==> config.mk <==
export PLATFORM = sky130hd
export DESIGN_NAME = ex_operand_stage
export DESIGN_NICKNAME = d
export VERILOG_FILES = /design/src/rtl/cpu_pkg.sv /design/src/rtl/fwd_mux.sv /design/src/rtl/ex_operand_stage.sv
export SDC_FILE = /design/constraint.sdc
export NUM_CORES = 1
export LEC_CHECK = 0
export ABC_AREA = 0
export CAP_MARGIN = 20
export CORE_MARGIN = 2
export CORE_UTILIZATION = 45
export CTS_BUF_LIST = sky130_fd_sc_hd__clkbuf_4
export CTS_CLUSTER_DIAMETER = 80
export DETAILED_ROUTE_END_ITERATION = 6
export PLACE_DENSITY = 0.91
export SKIP_LAST_GASP = 1
export SLEW_MARGIN = 40
export SYNTH_ARGS = -nofsm -noshare
export SYNTH_HDL_FRONTEND = slang
export SYNTH_HIERARCHICAL = 1
export SYNTH_SLANG_ARGS = --single-unit
==> constraint.sdc <==
create_clock -name clk -period 3.6 [get_ports clk]
set_input_delay 0.72 -clock clk [delete_from_list [all_inputs] [get_ports clk]]
set_output_delay 0.72 -clock clk [all_outputs]
set_load 0.005 [all_outputs]
==> src/rtl/cpu_pkg.sv <==
// cpu_pkg: shared widths, ALU control codes, ALUOp and funct encodings
package cpu_pkg;
  localparam int DEF_DATA_W = 16;
  localparam int DEF_RA_W = 3;
  localparam logic [3:0] ALU_ADD = 4'b0010;
  localparam logic [3:0] ALU_SUB = 4'b0110;
  localparam logic [3:0] ALU_SLT = 4'b0111;
  localparam logic [1:0] OP_MEM = 2'b00;
  localparam logic [1:0] OP_BEQ = 2'b01;
  localparam logic [1:0] OP_R = 2'b10;
  localparam logic [1:0] OP_SLTI = 2'b11;
  localparam logic [3:0] FN_ADD = 4'b0000;
  localparam logic [3:0] FN_SUB = 4'b0001;
  localparam logic [3:0] FN_SLT = 4'b0010;
endpackage

==> src/rtl/fwd_mux.sv <==
// fwd_mux: single-operand forwarding select with EX/MEM priority and r0 forced to zero
module fwd_mux #(
  parameter int DATA_W = 16,
  parameter int RA_W = 3
) (
  input  logic [RA_W-1:0]   reg_addr,
  input  logic [DATA_W-1:0] reg_data,
  input  logic              exm_reg_write,
  input  logic [RA_W-1:0]   exm_rd,
  input  logic [DATA_W-1:0] exm_result,
  input  logic              wb_reg_write,
  input  logic [RA_W-1:0]   wb_rd,
  input  logic [DATA_W-1:0] wb_data,
  output logic [DATA_W-1:0] data
);
  always_comb
    data = reg_addr == '0 ? '0 :
           (exm_reg_write && exm_rd == reg_addr) ? exm_result :
           (wb_reg_write && wb_rd == reg_addr) ? wb_data : reg_data;
endmodule

==> src/rtl/ex_operand_stage.sv <==
// ex_operand_stage: ID/EX register, operand forwarding, ALU-control decode and load-use detection
module ex_operand_stage
  import cpu_pkg::*;
#(
  parameter int DATA_W = DEF_DATA_W,
  parameter int RA_W = DEF_RA_W
) (
  input  logic              clk,
  input  logic              rst,
  input  logic              id_valid,
  input  logic [RA_W-1:0]   id_rs,
  input  logic [RA_W-1:0]   id_rt,
  input  logic [RA_W-1:0]   id_rd,
  input  logic [DATA_W-1:0] id_rs_data,
  input  logic [DATA_W-1:0] id_rt_data,
  input  logic [DATA_W-1:0] id_imm,
  input  logic              id_alu_src,
  input  logic [1:0]        id_alu_op,
  input  logic [3:0]        id_funct,
  input  logic              id_reg_write,
  input  logic              id_mem_read,
  input  logic              id_mem_write,
  input  logic              stall,
  input  logic              flush,
  input  logic              exm_reg_write,
  input  logic [RA_W-1:0]   exm_rd,
  input  logic [DATA_W-1:0] exm_result,
  input  logic              wb_reg_write,
  input  logic [RA_W-1:0]   wb_rd,
  input  logic [DATA_W-1:0] wb_data,
  output logic [DATA_W-1:0] source1,
  output logic [DATA_W-1:0] source2,
  output logic [3:0]        ALU_CTRL,
  output logic              ex_valid,
  output logic              ex_reg_write,
  output logic              ex_mem_read,
  output logic              ex_mem_write,
  output logic [RA_W-1:0]   ex_rd,
  output logic [DATA_W-1:0] ex_store_data,
  output logic              illegal,
  output logic              load_use_stall
);
  logic              v, alu_src, reg_write, mem_read, mem_write, funct_ok;
  logic [RA_W-1:0]   rs, rt, rd;
  logic [DATA_W-1:0] rs_data, rt_data, imm, fwd_a, fwd_b;
  logic [1:0]        alu_op;
  logic [3:0]        funct, r_ctrl;

  always_ff @(posedge clk) begin
    if (rst) begin
      v <= 1'b0;
      rs <= '0;
      rt <= '0;
      rd <= '0;
      rs_data <= '0;
      rt_data <= '0;
      imm <= '0;
      alu_src <= 1'b0;
      alu_op <= OP_MEM;
      funct <= FN_ADD;
      reg_write <= 1'b0;
      mem_read <= 1'b0;
      mem_write <= 1'b0;
    end else if (flush) begin
      v <= 1'b0;
      reg_write <= 1'b0;
      mem_read <= 1'b0;
      mem_write <= 1'b0;
    end else if (!stall) begin
      v <= id_valid;
      rs <= id_rs;
      rt <= id_rt;
      rd <= id_rd;
      rs_data <= id_rs_data;
      rt_data <= id_rt_data;
      imm <= id_imm;
      alu_src <= id_alu_src;
      alu_op <= id_alu_op;
      funct <= id_funct;
      reg_write <= id_reg_write;
      mem_read <= id_mem_read;
      mem_write <= id_mem_write;
    end
  end

  fwd_mux #(.DATA_W(DATA_W), .RA_W(RA_W)) u_fwd_a (
    .reg_addr(rs), .reg_data(rs_data),
    .exm_reg_write(exm_reg_write), .exm_rd(exm_rd), .exm_result(exm_result),
    .wb_reg_write(wb_reg_write), .wb_rd(wb_rd), .wb_data(wb_data),
    .data(fwd_a)
  );

  fwd_mux #(.DATA_W(DATA_W), .RA_W(RA_W)) u_fwd_b (
    .reg_addr(rt), .reg_data(rt_data),
    .exm_reg_write(exm_reg_write), .exm_rd(exm_rd), .exm_result(exm_result),
    .wb_reg_write(wb_reg_write), .wb_rd(wb_rd), .wb_data(wb_data),
    .data(fwd_b)
  );

  always_comb begin
    funct_ok = funct == FN_ADD || funct == FN_SUB || funct == FN_SLT;
    r_ctrl = funct == FN_SUB ? ALU_SUB : funct == FN_SLT ? ALU_SLT : ALU_ADD;
    ALU_CTRL = alu_op == OP_BEQ ? ALU_SUB : alu_op == OP_SLTI ? ALU_SLT :
               alu_op == OP_R ? r_ctrl : ALU_ADD;
    illegal = v && alu_op == OP_R && !funct_ok;
    source1 = fwd_a;
    source2 = alu_src ? imm : fwd_b;
    ex_store_data = fwd_b;
    ex_valid = v;
    ex_reg_write = v && reg_write;
    ex_mem_read = v && mem_read;
    ex_mem_write = v && mem_write;
    ex_rd = rd;
    load_use_stall = v && mem_read && rd != '0 && id_valid &&
                     (id_rs == rd || (id_rt == rd && !id_alu_src));
  end
endmodule

==> impl_metrics.py <==
metrics = {
    "status": {
        "status": "finished, final reports clean",
    },
    "critical_path": {
        "critPathKind": "primary input to output port",
        "crit_path_max_incr_delay_ns": 0.49,
        "reg2reg_depth": 2,
        "critPathTopFamily": "buffers and inverters",
        "crit_arrival_ns": 2.76,
        "path_max_fanout": 14,
        "critPathBufInv": 5,
        "cp.depth": 9,
        "startpoint_type": "primary input",
        "path_cells": "clkdlybuf4s50_1 > nand4_1 > buf_4 > buf_4 > clkbuf_16 > o21ai_0 > a21oi_1 > mux2_1 > clkdlybuf4s50_1",
        "worstPathRequired_ns": 2.88,
        "end_kind": "output port",
        "cpMaxStageDelayCell": "clkdlybuf4s50_1",
    },
    "floorplan": {
        "die_w_microns": 93.3,
        "die_h_microns": 93.3,
        "io_pins": 173,
        "num_rows": 32,
        "core_sq_um": 7730,
        "die-area_sq_um": 8700,
        "initial_core_util": 0.464,
    },
    "clock_tree": {
        "cts_num_sinks": 68,
        "cts_made_buffers": 9,
        "tritoncts": "done",
        "insertion_delay_ns": 0.40,
        "root_buffer": "clkbuf_4",
        "clockBufferDepth": 2,
        "htreeDepth": 3,
        "ctsHoldBuffers": 0,
        "clkTransAtPathRegs_ns": 0.11,
    },
    "power_and_ir_drop": {
        "leakage_nw": 2.24,
        "ir_worst_vdd_uv": 183,
        "power_density_nw_per_um2": 295,
    },
    "cells_and_area": {
        "drive_above_1_share": 0.0705,
        "layout_common_cells": "clkdlybuf4s50_1, nand2_1, a21oi_1",
        "syn_to_final_growth_pct": 55.9,
        "final_common_cell": "clkdlybuf4s50_1",
        "fin_util": 0.724,
        "num_antenna_cells": 0,
        "nNetsFinal": 732,
    },
    "routing": {
        "antenna_left": 0,
        "wl_per_cell_microns": 18.0,
        "vias": 4024,
        "routed_wirelength_mm": 13.0,
        "drc": 0,
        "drtIter0Drc": 290,
        "vias_per_cell": 5.54,
        "drt_first_pass_iters": 5,
    },
    "grt": {
        "grt_pass1_vias": 3972,
        "antenna_found_initial": 0,
        "grt_pass1_wl_mm": 19.4,
        "grt_max_degree": 65,
        "gr-usage-all-layers": 0.287,
        "grt_overflow": 0,
    },
    "yosys": {
        "yosysTopAreaCellShare": 0.379,
        "synthDistinctLibCells": 28,
        "synthCells": 459,
        "yosysSeqAreaShare": 0.379,
        "yosys_warnings": 6,
        "syn-cell-area_sq_um": 3590,
        "synth.avg_cell_area_sq_um": 7.82,
        "yosys.area.top_type": "dfxtp_1",
        "synth_seq_cells": 68,
        "synth_nets": 571,
        "synthTopCellsByArea": "dfxtp_1, nand2_1, a21oi_1, mux2i_1, mux2_1",
    },
    "timing": {
        "relSlewSlack": 0.469,
        "finalHoldViolCount": 0,
        "setup_viol": 0,
        "hold-worst-slack_ns": 0.460,
        "final_max_slew_viol_count": 0,
        "grt_setup_unrepaired": "no",
        "fin_skew_ns": 0,
        "fmax_ghz": 0.287,
        "post-route-min-period_ns": 3.48,
        "worst_pin_slew_ns": 0.795,
        "fin_crit_sh": 0.968,
    },
    "worst_hold_path": {
        "hold_path_depth": 2,
        "hold_path_class": "flop to flop",
    },
    "placement": {
        "gp_congestion": 0.915,
        "hpwl_mm": 9.33,
        "numPortBuffers": 170,
    },
    "run": {
        "drv_cap": 0,
    },
}
cell usage after synthesis (all sizes together):
library cell	count
nand2	130
a21oi	97
dfxtp	68
mux2i	36
o21ai	32
buf	21
mux2	16
clkbuf	15
xnor2	15
nand4	4
nor3	4
xor2	4
and2	3
conb	2
nor2	2
or3	2
a211oi	1
a31o	1
nand3	1
nor4b	1
o21a	1
o311ai	1
or2	1
or4	1
final timing paths:
kind                              from              endpoint  slack [ns]
setup reg to reg  alu_src$_SDFFE_PP0P_  alu_src$_SDFFE_PP0P_        2.40
setup / recovery         exm_reg_write            source2[2]        0.12
hold / removal     imm[9]$_SDFFE_PP0P_   imm[9]$_SDFFE_PP0P_        0.46
hold reg to reg    imm[9]$_SDFFE_PP0P_   imm[9]$_SDFFE_PP0P_        0.46
through the flow:
stage	cell area, sq um	instances	total power [W]	setup TNS (ns)	setup WS (ns)
CTS	5480	722	0.00164	-0.0745	-0.0430
finish	5590	726	0.00165	0	0.115
global placement	5360	707	0.00122	-0.0232	-0.0232
detailed placement	5360	707	0.00123	-0.454	-0.112
global route	5590	726	0.00173	0	0.0628
floorplan	3590	459	0.000998	0	0.996
layer usage:
metal | part of all wire | global-route usage
met5 | 0 | 0
met1 | 0.40 | 0.335
met3 | 0.092 | 0.0693
met4 | 0.023 | 0.104
met2 | 0.49 | 0.507
flip-flops by register name (all words and copies together), names as in the netlist:
name	cells
alu_src	1
funct	4
ex_valid	1
ex_rd	3
reg_write	1
mem_read	1
mem_write	1
rs_data	16
alu_op	2
imm	16
rt	3
rs	3
rt_data	16
tightest hold or removal path, cell delays in order (launching register included):
cell	delay (ns)
dfxtp_1	0.33
nand2_1	0.05
a21oi_1	0.05
report_power, final:
part | switching, W | leakage (nW) | internal [W]
clock | 0.000270 | 0.0580 | 0.000142
sequential | 0.0000303 | 0.556 | 0.000786
combinational | 0.000183 | 1.62 | 0.000240
total | 0.000483 | 2.24 | 0.00117
layout make-up:
| type | instances | area (sq um) |
|---|---|---|
| repair buffers | 186 | 1920 |
| flip-flops and latches | 68 | 1360 |
| fillers | 595 | 2140 |
| clock inverters | 5 | 30.0 |
| well taps | 102 | 128 |
| multi-input cells | 355 | 2070 |
| clock buffers | 10 | 75.1 |
kinds of logic after synthesis:
family | after synthesis | share of synthesized area
buffers and inverters | 36 | 0.0548
other | 2 | 0.00209
AO/OA/AOI/OAI | 133 | 0.189
multiplexers | 52 | 0.151
XOR/XNOR | 19 | 0.0464
AND/OR/NAND/NOR | 149 | 0.178
flip-flops | 68 | 0.379
what timing repair did:
action | in CTS | in global routing
buffers inserted | 0 | 2
pin swaps | 0 | 1
cloned | 0 | 2
resized for setup | 4 | 13
setup endpoints to repair | 9 | 21
Power figures use the tool's default switching activity.
==> RTL edit 1, RTL diff (same settings) <==
The package constant `DEF_RA_W` goes from 3 to 2.
--- a/src/rtl/cpu_pkg.sv
+++ b/src/rtl/cpu_pkg.sv
@@ -1,7 +1,7 @@
 // cpu_pkg: shared widths, ALU control codes, ALUOp and funct encodings
 package cpu_pkg;
   localparam int DEF_DATA_W = 16;
-  localparam int DEF_RA_W = 3;
+  localparam int DEF_RA_W = 2;
   localparam logic [3:0] ALU_ADD = 4'b0010;
   localparam logic [3:0] ALU_SUB = 4'b0110;
   localparam logic [3:0] ALU_SLT = 4'b0111;
Interface: changed (6 resized); port bits go from 173 to 167. No check against the original RTL was run, so the function may have changed too.
==> RTL edit 1 against the original RTL <==
  * Via count rose by 17%
  * Sequential cell count shrank 3
  * Synthesized area rose by 12%
  * Cell area increased by 14%
  * Final cell count up 8.5%
  * Routed wire length up 12%
  * Register-to-register slack better by 0.27 ns
  * Total power rose by 15%
  * Worst setup slack got worse by 0.036 ns
  * Critical endpoint is now source1[12]
==> RTL edit 1: results <==
pwr:
  total_power_mw: 1.90
  p_clk_mw: 0.574
  irDropWorstVdd_mv: 0.201
  p_sw_share_pct: 30.8
logic_synthesis:
  synth_common_cells: "124 x nand2_1, 65 x dfxtp_1, 61 x a21oi_1"
  synthTopCellsByArea: "dfxtp_1 32%, nand2_1 12%, a21oi_1 7.6%"
  yosysSeqAreaShare_pct: 32.3
  synth.net_count: 601
global_routing:
  use_met1_pct: 32.3
  grt_pass1_vias: 4601
  use_met3_pct: 7.94
  grt.met2_usage_pct: 50.5
  grt_pass1_wl_um: 22100
  grt_max_degree: 66
  grt_usage_pct: 28.0
critical_path:
  crit_fanout: 10
  arrival_ns: 2.80
drt:
  wl_met2_um: 7290
  drt_iter0_drc: 354
  avgRoutedWirePerCell_um: 18.5
cells_and_area:
  fillers: 665
timing:
  worstMarginPinSlew_ns: 0.667
placed_design:
  dp_hpwl_um: 10600
  gp_congestion: 0.949
  place_ws_ns: -0.247
outcome:
  status: "finished clean"
RTL edit 1: cell types whose count changed after synthesis, moves of 30 or more:
| cell | delta |
|---|---|
| a21oi_1 | -36 |
| mux2i_1 | -32 |
| nand4_1 | +30 |
| nor4_1 | +32 |
| o21ai_0 | -32 |
| o31ai_1 | +32 |
RTL edit 1: worst max-delay path: stages:
cell	delay, ns
dlygate4sd2_1	0.27
buf_4	0.15
xor2_2	0.17
or3_1	0.44
buf_4	0.23
a311oi_2	0.25
clkdlybuf4s50_1	0.56
RTL edit 1: layout make-up:
class	count	area (um2)	share of cell area, %
Clock buffer	9	67.6	1.06
Clock inverter	7	93.8	1.48
Inverter	4	18.8	0.296
Multi-Input combinational cell	375	2570	40.5
Sequential cell	65	1300	20.5
Tap cell	108	135	2.13
Timing Repair Buffer	220	2160	34.0
RTL edit 1: kinds of logic after synthesis:
| group | Yosys count | share of synthesized area, % |
|---|---|---|
| muxes | 20 | 5.47 |
| buffers and inverters | 55 | 7.74 |
| DFF | 65 | 32.3 |
| xor gates and xnor gates | 16 | 5.35 |
| other | 2 | 0.187 |
| and+or+nand+nor | 205 | 24.0 |
| AOI/OAI and AO/OA | 131 | 24.9 |
RTL edit 1: worst paths after layout:
kind | start | to | slack [ns] | cells after the start
setup / recovery | exm_rd[1] | source1[12] | 0.08 | 7
hold / removal | imm[15] | imm[15] | 0.46 | 2
setup reg to reg | alu_src | alu_src | 2.67 | 2
hold reg to reg | imm[15] | imm[15] | 0.46 | 2
RTL edit 1: what timing repair did:
item	in CTS	in global routing
gates resized for setup	19	16
pin swaps	3	3
setup endpoints to repair	45	21
gates cloned	0	2
setup buffers	3	0
==> RTL edit 2, RTL diff (same settings) <==
Made on the original files. Make the reset (`rst`) asynchronous in one clocked block.
--- a/src/rtl/ex_operand_stage.sv
+++ b/src/rtl/ex_operand_stage.sv
@@ -46,7 +46,7 @@
   logic [1:0]        alu_op;
   logic [3:0]        funct, r_ctrl;
 
-  always_ff @(posedge clk) begin
+  always_ff @(posedge clk or posedge rst) begin
     if (rst) begin
       v <= 1'b0;
       rs <= '0;
Function: differs if rst is asserted again (counterexample within 4 cycles, from zero or initial values and one cycle with rst high); with rst held inactive, the same outputs for 4 cycles.
==> RTL edit 2 against the original RTL <==
  * Routed wire length down 15%
  * Die area up 5.5%
  * Cell area up 2.6%
  * Critical path depth down 1
  * Count of clock-buffer cells in the layout up 1
  * Worst setup slack worse by 0.071 ns
  * Synthesized area up 5.8%
  * Sequential cell count unchanged
  * Synthesized cell count down 31%
  * Largest cell class unchanged
  * Highest routed layer unchanged
Power is not compared: it rests on default switching activity, and its combinational part moved more than twofold at a synthesized area within 25%.
==> RTL edit 2: results <==
cells_and_area:
  multi_input_gates: 226
  nonClkBufAreaFrac_pct: 31.9
  drive_gt1_share_pct: 21.9
  layout.nets: 596
  fillers: 604
  buffers: 178
drt:
  vias_per_cell: 5.42
  wl_met2_um: 5800
  drt_iter0_drc: 132
logic_synthesis:
  synth_common_cells: "75 x mux2_2, 68 x dfrtp_1, 36 x mux2i_1"
  yosysSeqAreaShare_pct: 44.9
  synth.mux.area_fraction_pct: 33.2
  async_flop_share_pct: 100
critical_path:
  reg2reg_depth: 1
  arrival_ns: 2.84
  reg2reg_to: "alu_src"
  r2r_slack_ns: 2.56
placed_design:
  dp_hpwl_um: 8250
  place_area_um2: 5600
global_routing:
  grt.met2_usage_pct: 43.0
  grt_pass1_wl_um: 16900
min_path:
  whs_endpoint: "imm[3]"
outcome:
  status: "finished clean"
floorplan:
  nWellTaps: 105
  core_area_um2: 8180
[RTL edit 2: changes by cell type in the layout (fill, tap and decap cells not counted), sizes merged, moves of 2 or more]
cell / delta
a21oi: -64
buf: -7
clkdlybuf4s50: +6
clkinv: +2
clkinvlp: -2
dfrtp: +68
dfxtp: -68
dlymetal6s2s: -5
mux2: +64
nand2: -128
nor2: +4
nor3: -4
[RTL edit 2: metrics by stage]
stage | instances | setup slack [ns] | hold slack, ns
final | 593 | 0.0448 | 0.494
after floorplan | 316 | 1.02 | 0.452
after detailed placement | 578 | -0.00524 | 0.474
after global placement | 578 | 0.0905 | 0.462
after global routing | 593 | -0.00164 | 0.512
after CTS | 593 | 0.00836 | 0.498
[RTL edit 2: timing repair]
action                                  in CTS  in global routing
gates resized for setup                      1                  6
pin swaps                                    0                  1
endpoints found under the hold margin        0                  0
endpoints found under the setup margin       2                  8
